File: src/rtl/complex_row_accum_scheduler.sv
// Row accumulation scheduler: streams a row of chunks from memory into an
// external adder-tree datapath and returns the accumulated sum per command.
module complex_row_accum_scheduler #(
  parameter int element_width = 64,
  parameter int NI            = 8,
  parameter int AW            = 10,
  parameter int CW            = 8,
  parameter int LAT           = 12
) (
  input  logic                        clk,
  input  logic                        rst,
  input  logic                        cmd_valid,
  output logic                        cmd_ready,
  input  logic [AW-1:0]               cmd_base,
  input  logic [CW-1:0]               cmd_chunks,
  output logic                        mem_rd_en,
  output logic [AW-1:0]               mem_addr,
  input  logic [NI*element_width-1:0] mem_rd_data,
  output logic [NI*element_width-1:0] dp_row_input,
  output logic                        dp_valid_in,
  output logic                        dp_start,
  input  logic [element_width-1:0]    dp_sum,
  output logic                        res_valid,
  input  logic                        res_ready,
  output logic [element_width-1:0]    res_data,
  output logic                        busy
);

  typedef enum logic [1:0] {
    IDLE  = 2'd0,
    ISSUE = 2'd1,
    DRAIN = 2'd2,
    HOLD  = 2'd3
  } state_t;

  state_t                     state_q;
  logic [CW-1:0]              k_q;
  logic [CW-1:0]              chunks_q;
  logic [AW-1:0]              base_q;
  logic [AW-1:0]              mem_addr_q;
  logic                       mem_rd_en_q;
  logic                       dp_valid_q;
  logic                       dp_last_q;
  logic                       dp_start_q;
  logic                       res_valid_q;
  logic [element_width-1:0]   res_data_q;
  logic                       busy_q;
  logic [LAT-1:0]             sr_valid_q;
  logic [LAT-1:0]             sr_last_q;
  logic                       rd_last_s;
  logic                       tag_out_s;

  // k indexes the read currently on the memory bus, so equality marks the final chunk
  assign rd_last_s = (state_q == ISSUE) && (k_q == (chunks_q - CW'(1)));
  assign tag_out_s = sr_valid_q[LAT-1] & sr_last_q[LAT-1];

  assign cmd_ready    = ~busy_q;
  assign mem_rd_en    = mem_rd_en_q;
  assign mem_addr     = mem_addr_q;
  assign dp_row_input = mem_rd_data;
  assign dp_valid_in  = dp_valid_q;
  assign dp_start     = dp_start_q;
  assign res_valid    = res_valid_q;
  assign res_data     = res_data_q;
  assign busy         = busy_q;

  // Control FSM with registered memory, datapath-enable and result outputs
  always_ff @(posedge clk or posedge rst) begin
    if (rst) begin
      state_q     <= IDLE;
      k_q         <= '0;
      chunks_q    <= '0;
      base_q      <= '0;
      mem_addr_q  <= '0;
      mem_rd_en_q <= 1'b0;
      dp_start_q  <= 1'b0;
      res_valid_q <= 1'b0;
      res_data_q  <= '0;
      busy_q      <= 1'b0;
    end else begin
      case (state_q)
        IDLE: begin
          if (cmd_valid) begin
            busy_q <= 1'b1;
            if (cmd_chunks == '0) begin
              res_valid_q <= 1'b1;
              res_data_q  <= '0;
              state_q     <= HOLD;
            end else begin
              base_q      <= cmd_base;
              chunks_q    <= cmd_chunks;
              k_q         <= '0;
              mem_addr_q  <= cmd_base;
              mem_rd_en_q <= 1'b1;
              dp_start_q  <= 1'b1;
              state_q     <= ISSUE;
            end
          end else begin
            busy_q <= 1'b0;
          end
        end
        ISSUE: begin
          if (rd_last_s) begin
            mem_rd_en_q <= 1'b0;
            state_q     <= DRAIN;
          end else begin
            k_q        <= k_q + CW'(1);
            mem_addr_q <= base_q + AW'(k_q + CW'(1));
          end
        end
        DRAIN: begin
          if (tag_out_s) begin
            res_data_q  <= dp_sum;
            res_valid_q <= 1'b1;
            dp_start_q  <= 1'b0;
            state_q     <= HOLD;
          end else begin
            state_q <= DRAIN;
          end
        end
        HOLD: begin
          if (res_ready) begin
            res_valid_q <= 1'b0;
            busy_q      <= 1'b0;
            state_q     <= IDLE;
          end else begin
            state_q <= HOLD;
          end
        end
        default: begin
          state_q     <= IDLE;
          mem_rd_en_q <= 1'b0;
          dp_start_q  <= 1'b0;
          res_valid_q <= 1'b0;
          busy_q      <= 1'b0;
        end
      endcase
    end
  end

  // Valid/last tags follow each chunk through the datapath latency
  always_ff @(posedge clk or posedge rst) begin
    if (rst) begin
      dp_valid_q <= 1'b0;
      dp_last_q  <= 1'b0;
      sr_valid_q <= '0;
      sr_last_q  <= '0;
    end else begin
      dp_valid_q <= mem_rd_en_q;
      dp_last_q  <= rd_last_s;
      sr_valid_q <= (sr_valid_q << 1) | LAT'(dp_valid_q);
      sr_last_q  <= (sr_last_q << 1) | LAT'(dp_last_q);
    end
  end

endmodule

File: config.mk
export PLATFORM = sky130hd
export DESIGN_NAME = complex_row_accum_scheduler
export DESIGN_NICKNAME = d
export VERILOG_FILES = /design/src/rtl/complex_row_accum_scheduler.sv
export SDC_FILE = /design/constraint.sdc
export NUM_CORES = 1
export LEC_CHECK = 0
export CAP_MARGIN = 15
export CORE_AREA = 2 2 466 468
export CTS_BUF_LIST = sky130_fd_sc_hd__clkbuf_8
export DETAILED_ROUTE_END_ITERATION = 7
export DIE_AREA = 0 0 468 470
export GPL_ROUTABILITY_DRIVEN = 1
export PLACE_DENSITY = 0.3
export REMOVE_ABC_BUFFERS = 1
export SLEW_MARGIN = 20
export SYNTH_ARGS = -nofsm -noshare
export SYNTH_HDL_FRONTEND = slang
export SYNTH_SLANG_ARGS = --single-unit
File: constraint.sdc
create_clock -name clk -period 4.5 [get_ports clk]
set_input_delay 1.125 -clock clk [delete_from_list [all_inputs] [get_ports clk]]
set_output_delay 1.125 -clock clk [all_outputs]
set_load 0.02 [all_outputs]
# [After elaboration in Yosys (flattened, before gate mapping)]
# Cells that the tools add are included.
# W data, S select, Z words.
[classes] add_sub_neg=4 eq_ne=11 n_mux=31 n_bitwise=5 n_reduce_logical=15
[ops] cell="$mux W64" n=3
[ops] cell="$pmux W64 S2" n=1
[ops] cell="$mux W10" n=3
[ops] cell="$mux W8" n=3
[ops] cell="$or A12 B1 Y12" n=2
[ops] cell="$pmux W10 S2" n=1
[ops] cell="$pmux W8 S2" n=1
[ops] cell="$reduce_and A4 Y1" n=4
[ops] cell="$ne A2 B2 Y1 const B" n=7
[ops] cell="$add A10 B9 Y10" n=1
[ops] cell="$mux W1" n=10
[ops] cell="$add A8 B1 Y9 const B" n=1
[ops] cell="$add A8 B1 Y8 const B" n=1
[ops] cell="$eq A8 B8 Y1" n=1
[ops] cell="$logic_not A8 Y1" n=1
[ops] cell="$mux W2" n=4
[ops] cell="$pmux W2 S4" n=1
[ops] cell="$sub A8 B1 Y8 const B" n=1
[ops] cell="$pmux W1 S2" n=3
[ops] cell="$reduce_bool A2 Y1" n=3
[ops] cell="$reduce_and A5 Y1" n=1
[ops] cell="$eq A2 B2 Y1 const B" n=2
[ops] cell="$reduce_and A2 Y1" n=2
[ops] cell="$pmux W1 S3" n=1
[ops] cell="7 further kinds" n=8
[totals] ff_bits=132 in_bits=598 elab_cells=80

# [Longest topological paths before layout]
# Gate-level depths: netlist of run 1.
[depth] word_depth=5 mapped_depth=11 ltp_nobuf=11

# [Worst setup path before layout of run 1]
# OpenSTA, ideal clock, no wires.
[synth_path] path_type="input -> register" from="in cmd_chunks[1]" to="reg res_data_q[50], in the netlist res_data[50]" setup_time_ps=121 arrival_ps=2462 required_ps=4379 slack_ps=1917 stages=9 n_path_buf=2 cell_sequence="nor4_1 > nand2_1 > inv_1 > nand2_1 > o21ai_0 > nand2b_1 > clkbuf_1 > buf_1 > a22o_1"
[synth_between] elab_chain_cells=3
[synth_rtl] element="from (decl)" line_no="15" text="input logic [CW-1:0] cmd_chunks,"
[synth_rtl] element="$logic_not A8 Y1" line_no="85" text="if (cmd_chunks == '0) begin"
[synth_rtl] element="$ne A2 B2 Y1 (no source line)"
[synth_rtl] element="$reduce_and A4 Y1 (no source line)"
[synth_rtl] element="to (signal assigned)" line_no="113" text="res_data_q <= dp_sum;"
[synth_rtl] element="to (decl)" line_no="46" text="logic [element_width-1:0] res_data_q;"
# Every way passes these cells.
# A chain may end at the register's enable or synchronous reset.

# [Worst setup path after layout of run 1]
[layout_path] from="reg busy_q, in the netlist busy" to="out cmd_ready"
[layout_between] elab_chain_cells=1
[layout_rtl] element="from (decl)" line_no="47" text="logic busy_q;"
[layout_rtl] element="from (signal assigned)" line_no="79" text="busy_q <= 1'b0;"
[layout_rtl] element="from (signal assigned)" line_no="84" text="busy_q <= 1'b1;"
[layout_rtl] element="from (signal assigned)" line_no="99" text="busy_q <= 1'b0;"
[layout_rtl] element="$not A1 Y1" line_no="57" text="assign cmd_ready = ~busy_q;"
[layout_rtl] element="to (decl)" line_no="13" text="output logic cmd_ready,"
# Every way passes these cells.

==> run_results.csv, run 1 <==
group,metric,value,unit
synthesis,synth_cell_types,47,
power_and_ir_drop,power.density,421,nW/um^2
grt,globalRoute.totalOverflow,0,
place,pre_cts_ws,0.796,ns
power_and_ir_drop,combPwrFrac,37.0,%
detailed_routing,wl_per_cell,91.9,um
floorplan,die_x,468,um
power_and_ir_drop,power_switching,1.91,mW
synthesis,synth_compound_area_share,10.4,%
synthesis,synth_edf_count,0,
detailed_routing,viasPerCell,2.18,
cts,cts_tree,"built",
power_and_ir_drop,power.share.sequential,37.1,%
timing,maxSlewViolCount,0,
synthesis,synth_ff_type,"dfrtp_1",
cts,cts.repair.resized,0,
floorplan,core,216000,um^2
cts,htree_levels,4,
run_status,status,"finished clean",
detailed_routing,drtIter0Drc,1122,
power_and_ir_drop,ir_drop,0.214,mV
finish,fin_area,11000,um^2
detailed_routing,dr.pass1.iters,5,
floorplan,die_h,470,um
place,place_area,10600,um^2
floorplan,fp-row-count,171,
worst_hold_path,hp-class,"flip-flop to flip-flop",
detailed_routing,drc,0,
place,io_buffers,165,
worst_hold_path,hold_depth,0,
synthesis,synth_top_area_share,41.6,%
setup_path,cp_max_fo,3,
finish,n_fill_cell,25500,
floorplan,start_util,4.28,%
floorplan,io_pins,1190,
synthesis,syn_area,9240,um^2
finish,regArea,3300,um^2
timing,layout_setup_ws,1.37,ns
grt,grtUsageTotal,28.5,%
synthesis,seq_area_frac_synth,35.7,%
grt,antenna_found_initial,4,
cts,cts_hold_buf,0,
power_and_ir_drop,leakage,3.45,nW
timing,post-route-min-period,3.13,ns
timing,timing_hold_violations_final,0,
timing,max_slew_margin,29.3,%
timing,period_share,69.5,%
grt,grt_pass1_wl,337,mm
synthesis,syn_inst,982,
setup_path,reg2reg_depth,9,
synthesis,yosysMostFrequentCell,"buf_4",
synthesis,synthTopCellsByCount,"buf_4 (512), dfrtp_1 (132), a22o_1 (64)",
place,hpwl,312,mm
timing,tightest_slew,1.06,ns
cts,clock_latency,0.57,ns
synthesis,synth_area_leader_cell,"buf_4",
cts,cts_setup_buffers,0,
setup_path,cp.arrival,2.00,ns
power_and_ir_drop,clkPwrFrac,25.9,%
synthesis,yosys.area_share.simple,6.69,%
setup_path,critical_path_required,3.38,ns
floorplan,dieArea,220000,um^2
synthesis,async_flop_share,100,%
run,maxCapViolCount,0,
timing,finalHoldWorstSlack,0.338,ns
synthesis,synth-adder-area-share,1.57,%
cts,clkTransAtPathRegs,0.10,ns
detailed_routing,vias,7637,
timing,rsz0062_at_grt,"false",
synthesis,synth.mux.area_fraction,0.704,%
finish,area_delta_synth_final,19.3,%
synthesis,ys_ff_latch,132,
synthesis,yosys_warnings,0,
cts,cts_buffer_depth,2,
grt,grt_pass1_vias,6169,
synthesis,synthTopCellsByArea,"buf_4 (42%), dfrtp_1 (36%), a22o_1 (6.1%)",
detailed_routing,finalWirelength,322,mm
synthesis,synth_xor_area_share,1.52,%
timing,fin_worst_skew,0.0255,ns
power_and_ir_drop,intPower,2.74,mW
finish,nNetsFinal,1245,
synthesis,synth_top_family_by_area,"buffers and inverters",
grt,grt_max_degree,65,
setup_path,start_kind,"flip-flop",
timing,max_freq,320,MHz
timing,fin_setup_tns,0,ns
setup_path,endpoint_kind,"output port",
synthesis,synth.avg_cell_area,9.41,um^2
finish,multi_input_area,1940,um^2
power_and_ir_drop,swShare,41.1,%
cts,clkSinkCount,132,
place,gp_congestion,1.42,
setup_path,critical_path_class,"flip-flop to output port",
finish,drive_gt1_share,7.72,%
detailed_routing,ant_nets,0,
timing,finalSetupViolations,0,
cts,cts_buffers,17,
cts,cts_root_buffer,"clkbuf_8",
[metrics by stage]
stage	power, mW	cells	utilization, %
floorplan	2.61	442	-
CTS	4.75	3502	5.11
detailed placement	3.48	3471	4.91
finish	4.64	3504	5.11
global placement	3.48	3471	4.91
global route	4.91	3503	5.11
[final timing paths]
| kind | from | to | slack (ns) |
|---|---|---|---|
| max reg2reg | chunks_q[0] | mem_addr[2] | 1.38 |
| min in group asynchronous | rst | res_data[50] | 0.98 |
| min reg2reg | dp_last_q | sr_last_q[0] | 0.34 |
| max | busy | cmd_ready | 1.37 |
| min | dp_last_q | sr_last_q[0] | 0.34 |
| max in group asynchronous | rst | chunks_q[6] | 2.58 |
[final cells by class]
cell class | instances | area share, %
well taps | 2854 | 32.4
flip-flops and latches | 132 | 30.0
multi-input cells | 296 | 17.6
repair buffers | 175 | 15.7
clock buffers | 20 | 2.50
clock inverters | 11 | 1.37
inverters | 14 | 0.522
diodes | 2 | 0.0454
[kinds of logic after synthesis]
logic type | Yosys count
muxes | 6
and+or+nand+nor | 137
buffers and inverters | 554
DFF | 132
xor gates and xnor gates | 16
adders and majority gates | 11
AOI/OAI and AO/OA | 126
[power by group through the flow]
stage	clock network, mW	registers, mW	logic [mW]
floorplan	0	1.76	0.851
global placement	0	1.75	1.73
detailed placement	0	1.75	1.74
CTS	1.28	1.72	1.75
global route	1.29	1.76	1.86
finish	1.20	1.72	1.72
[metal layers]
layer  track usage [%]  part of all wire (%)  up-vias
met4              20.2                   8.7       60
li1                  -                     -     2002
met5              12.3                   1.1        -
met1              4.44                   6.2     3237
met2              50.6                    50     2114
met3              45.7                    34      224
[layout by cell type (no fill, tap or decap), drive strengths merged, types with 3 or more instances in the layout]
master / instances
a2111oi: 3
nor2: 34
dfrtp: 132
a22o: 64
nand3: 6
a31o: 3
nor3: 6
a21oi: 25
xnor2: 10
clkdlybuf4s50: 165
buf: 10
bufinv: 3
ha: 10
inv: 17
nor4: 3
clkinvlp: 3
o21ai: 15
clkbuf: 20
xor2: 6
nand4: 4
nand2: 63
mux2i: 5
nor2b: 4
nand2b: 8
[sequential cells by signal (all words and copies together), names as in the netlist]
register / count
chunks_q: 8
res_valid: 1
res_data: 64
sr_last_q: 12
mem_rd_en: 1
k_q: 8
dp_valid_in: 1
state_q: 2
dp_start: 1
sr_valid_q: 12
dp_last_q: 1
mem_addr: 10
base_q: 10
busy: 1
[critical path: stages (launching register included)]
cell and delay [ns]:
dfrtp_1 0.48, inv_1 0.21, clkdlybuf4s50_1 0.75
No activity file was read; power rests on OpenSTA's default activity.
==> run 2, diff against run 1 <==
Settings changed: CORE_AREA 2 2 466 468 to 2 2 461 463, DIE_AREA 0 0 468 470 to 0 0 463 465.
Clock period 4.5 ns to 3 ns, I/O delays scaled along.
==> run 2 against run 1 <==
Clock-buffer cell count fell by 2. Wire length decreased by 0.93%. Highest routed layer unchanged. Via count decreased by 0.63%. Global-route usage increased by 0.36 points. Total power is 49% higher. Die area decreased by 2.1%. First-iteration DRC count fell by 25%. Combinational power increased by 66%. Cell count shrank 0.54%. Largest power group is now combinational logic.
==> run_results.csv, run 2 (synthesis results as in run 1) <==
group,metric,value,unit
run_status,status,"finished clean",
timing,finalSetupViolations,0,
detailed_routing,finalWirelength,319,mm
setup_path,cp.arrival,3.22,ns
detailed_routing,wl_per_cell,91.5,um
cts,clkSinkCount,132,
detailed_routing,ant_nets,0,
timing,maxSlewViolCount,0,
timing,fin_worst_skew,0.0290,ns
finish,area_delta_synth_final,20.3,%
floorplan,dieArea,215000,um^2
setup_path,endpoint_kind,"flip-flop",
floorplan,core,211000,um^2
cts,htree_levels,4,
run,maxCapViolCount,0,
floorplan,fp-row-count,169,
finish,stdcell_count,3485,
setup_path,critical_path_class,"flip-flop to flip-flop",
cts,clock_latency,0.55,ns
floorplan,io_pins,1190,
grt,grt_max_degree,66,
finish,drive_gt1_share,9.65,%
finish,nNetsFinal,1262,
power_and_ir_drop,leakage,3.53,nW
floorplan,die_x,463,um
timing,timing_hold_violations_final,0,
floorplan,start_util,4.38,%
timing,period_share,94.5,%
cts,cts_buffers,17,
floorplan,die_h,465,um
timing,rsz0062_at_grt,"false",
setup_path,cp_max_fo,4,
finish,largest_register_ffs,64,
cts,cts_tree,"built",
setup_path,critical_path_required,3.39,ns
grt,globalRoute.totalOverflow,0,
detailed_routing,viasPerCell,2.18,
grt,grt_pass1_wl,336,mm
timing,post-route-min-period,2.83,ns
finish,layout_commonest_cell,"clkdlybuf4s50_1",
worst_hold_path,hp-class,"flip-flop to flip-flop",
timing,tightest_slew,0.751,ns
timing,max_freq,353,MHz
place,dp_cells,3455,
finish,final_cell_mix,"clkdlybuf4s50_1 (165), dfrtp_1 (132), a22o_1 (64)",
cts,cts_root_buffer,"clkbuf_8",
grt,antenna_found_initial,2,
place,pre_cts_ws,-0.0937,ns
place,io_buffers,165,
cts,clkTransAtPathRegs,0.09,ns
detailed_routing,drc,0,
power_and_ir_drop,power.density,623,nW/um^2
setup_path,start_kind,"flip-flop",
cts,cts_hold_buf,0,
grt,grt_pass1_vias,6149,
timing,layout_setup_ws,0.166,ns
power_and_ir_drop,ir_drop,0.250,mV
detailed_routing,drtIter0Drc,838,
grt,grtUsageTotal,28.8,%
cts,cts_buffer_depth,2,
place,hpwl,311,mm
cts,cts_setup_buffers,0,
timing,fin_setup_tns,0,ns
timing,max_slew_margin,49.7,%
detailed_routing,dr.pass1.iters,4,
place,gp_congestion,1.37,
detailed_routing,vias,7589,
[run 2: cell types whose count changed in the layout (fill, tap and decap cells not counted), moves of 2 or more]
cell,change
buf_4,+12
buf_12,+5
clkbuf_8,-2
clkinv_2,+2
inv_6,-2
[run 2: path summary, 6_finish.rpt]
kind,startpoint,to,depth (start not counted),slack [ns]
setup reg to reg,k_q[0],mem_addr[8],12,0.17
min in group asynchronous,rst,res_data[0],2,0.62
hold reg to reg,sr_last_q[4],sr_last_q[5],0,0.34
setup / recovery,k_q[0],mem_addr[8],12,0.17
hold / removal,sr_last_q[4],sr_last_q[5],0,0.34
max in group asynchronous,rst,mem_addr[4],3,1.66
[run 2: critical path, cell delays in order, from the launching register on]
cell       delay [ns]
dfrtp_1          0.38
inv_1            0.13
ha_1             0.20
inv_1            0.06
fa_1             0.40
a21oi_1          0.24
o21ai_0          0.19
a2111oi_0        0.40
nor3_1           0.13
xor2_1           0.16
mux2i_1          0.15
buf_4            0.17
a21oi_1          0.07
[run 2: timing repair]
item	4_1_cts	5_1_grt
endpoints found under the setup margin	0	11
gates resized for setup	0	3
hold endpoints to repair	0	0
[run 2: report_power, final]
part	switching, mW	total (mW)	internal [mW]
Combinational	1.67	2.85	1.19
Sequential	0.316	2.49	2.17
Clock	0.854	1.59	0.735
[run 2: metal layers]
layer  part of all wire (%)  routed length [um]  up-vias  GRT usage, %
met5                    1.4                4580        -          15.9
met4                     10               32100       74          22.5
met3                     33              107000      247          46.3
met2                     50              159000     2206          51.5
met1                    5.1               16400     3042          3.53
li1                       -                   -     2020             -
[run 2: final cells by class]
| cell class | instances | area [um^2] |
|---|---|---|
| clock inverters | 11 | 116 |
| clock buffers | 18 | 248 |
| multi-input cells | 296 | 1950 |
| inverters | 14 | 57.6 |
| fillers | 24800 | 200000 |
| repair buffers | 192 | 1920 |
| diodes | 1 | 2.50 |
| well taps | 2821 | 3530 |
| flip-flops and latches | 132 | 3300 |
[run 2: through the flow]
stage               hold WS [ns]  utilization [%]  instance area [um^2]  power [mW]
floorplan                  0.331                -                  5280        3.92
global placement           0.332             5.10                 10700        5.36
detailed placement         0.335             5.10                 10700        5.35
CTS                        0.340             5.27                 11100        7.00
global route               0.341             5.27                 11100        7.33
finish                     0.337             5.27                 11100        6.93
==> run 3, diff against run 2 <==
Settings changed: ABC_CLOCK_PERIOD_IN_PS set to 3000.
==> results of run 3 <==
The final DEF is identical to that of run 2; final timing and power are the same.
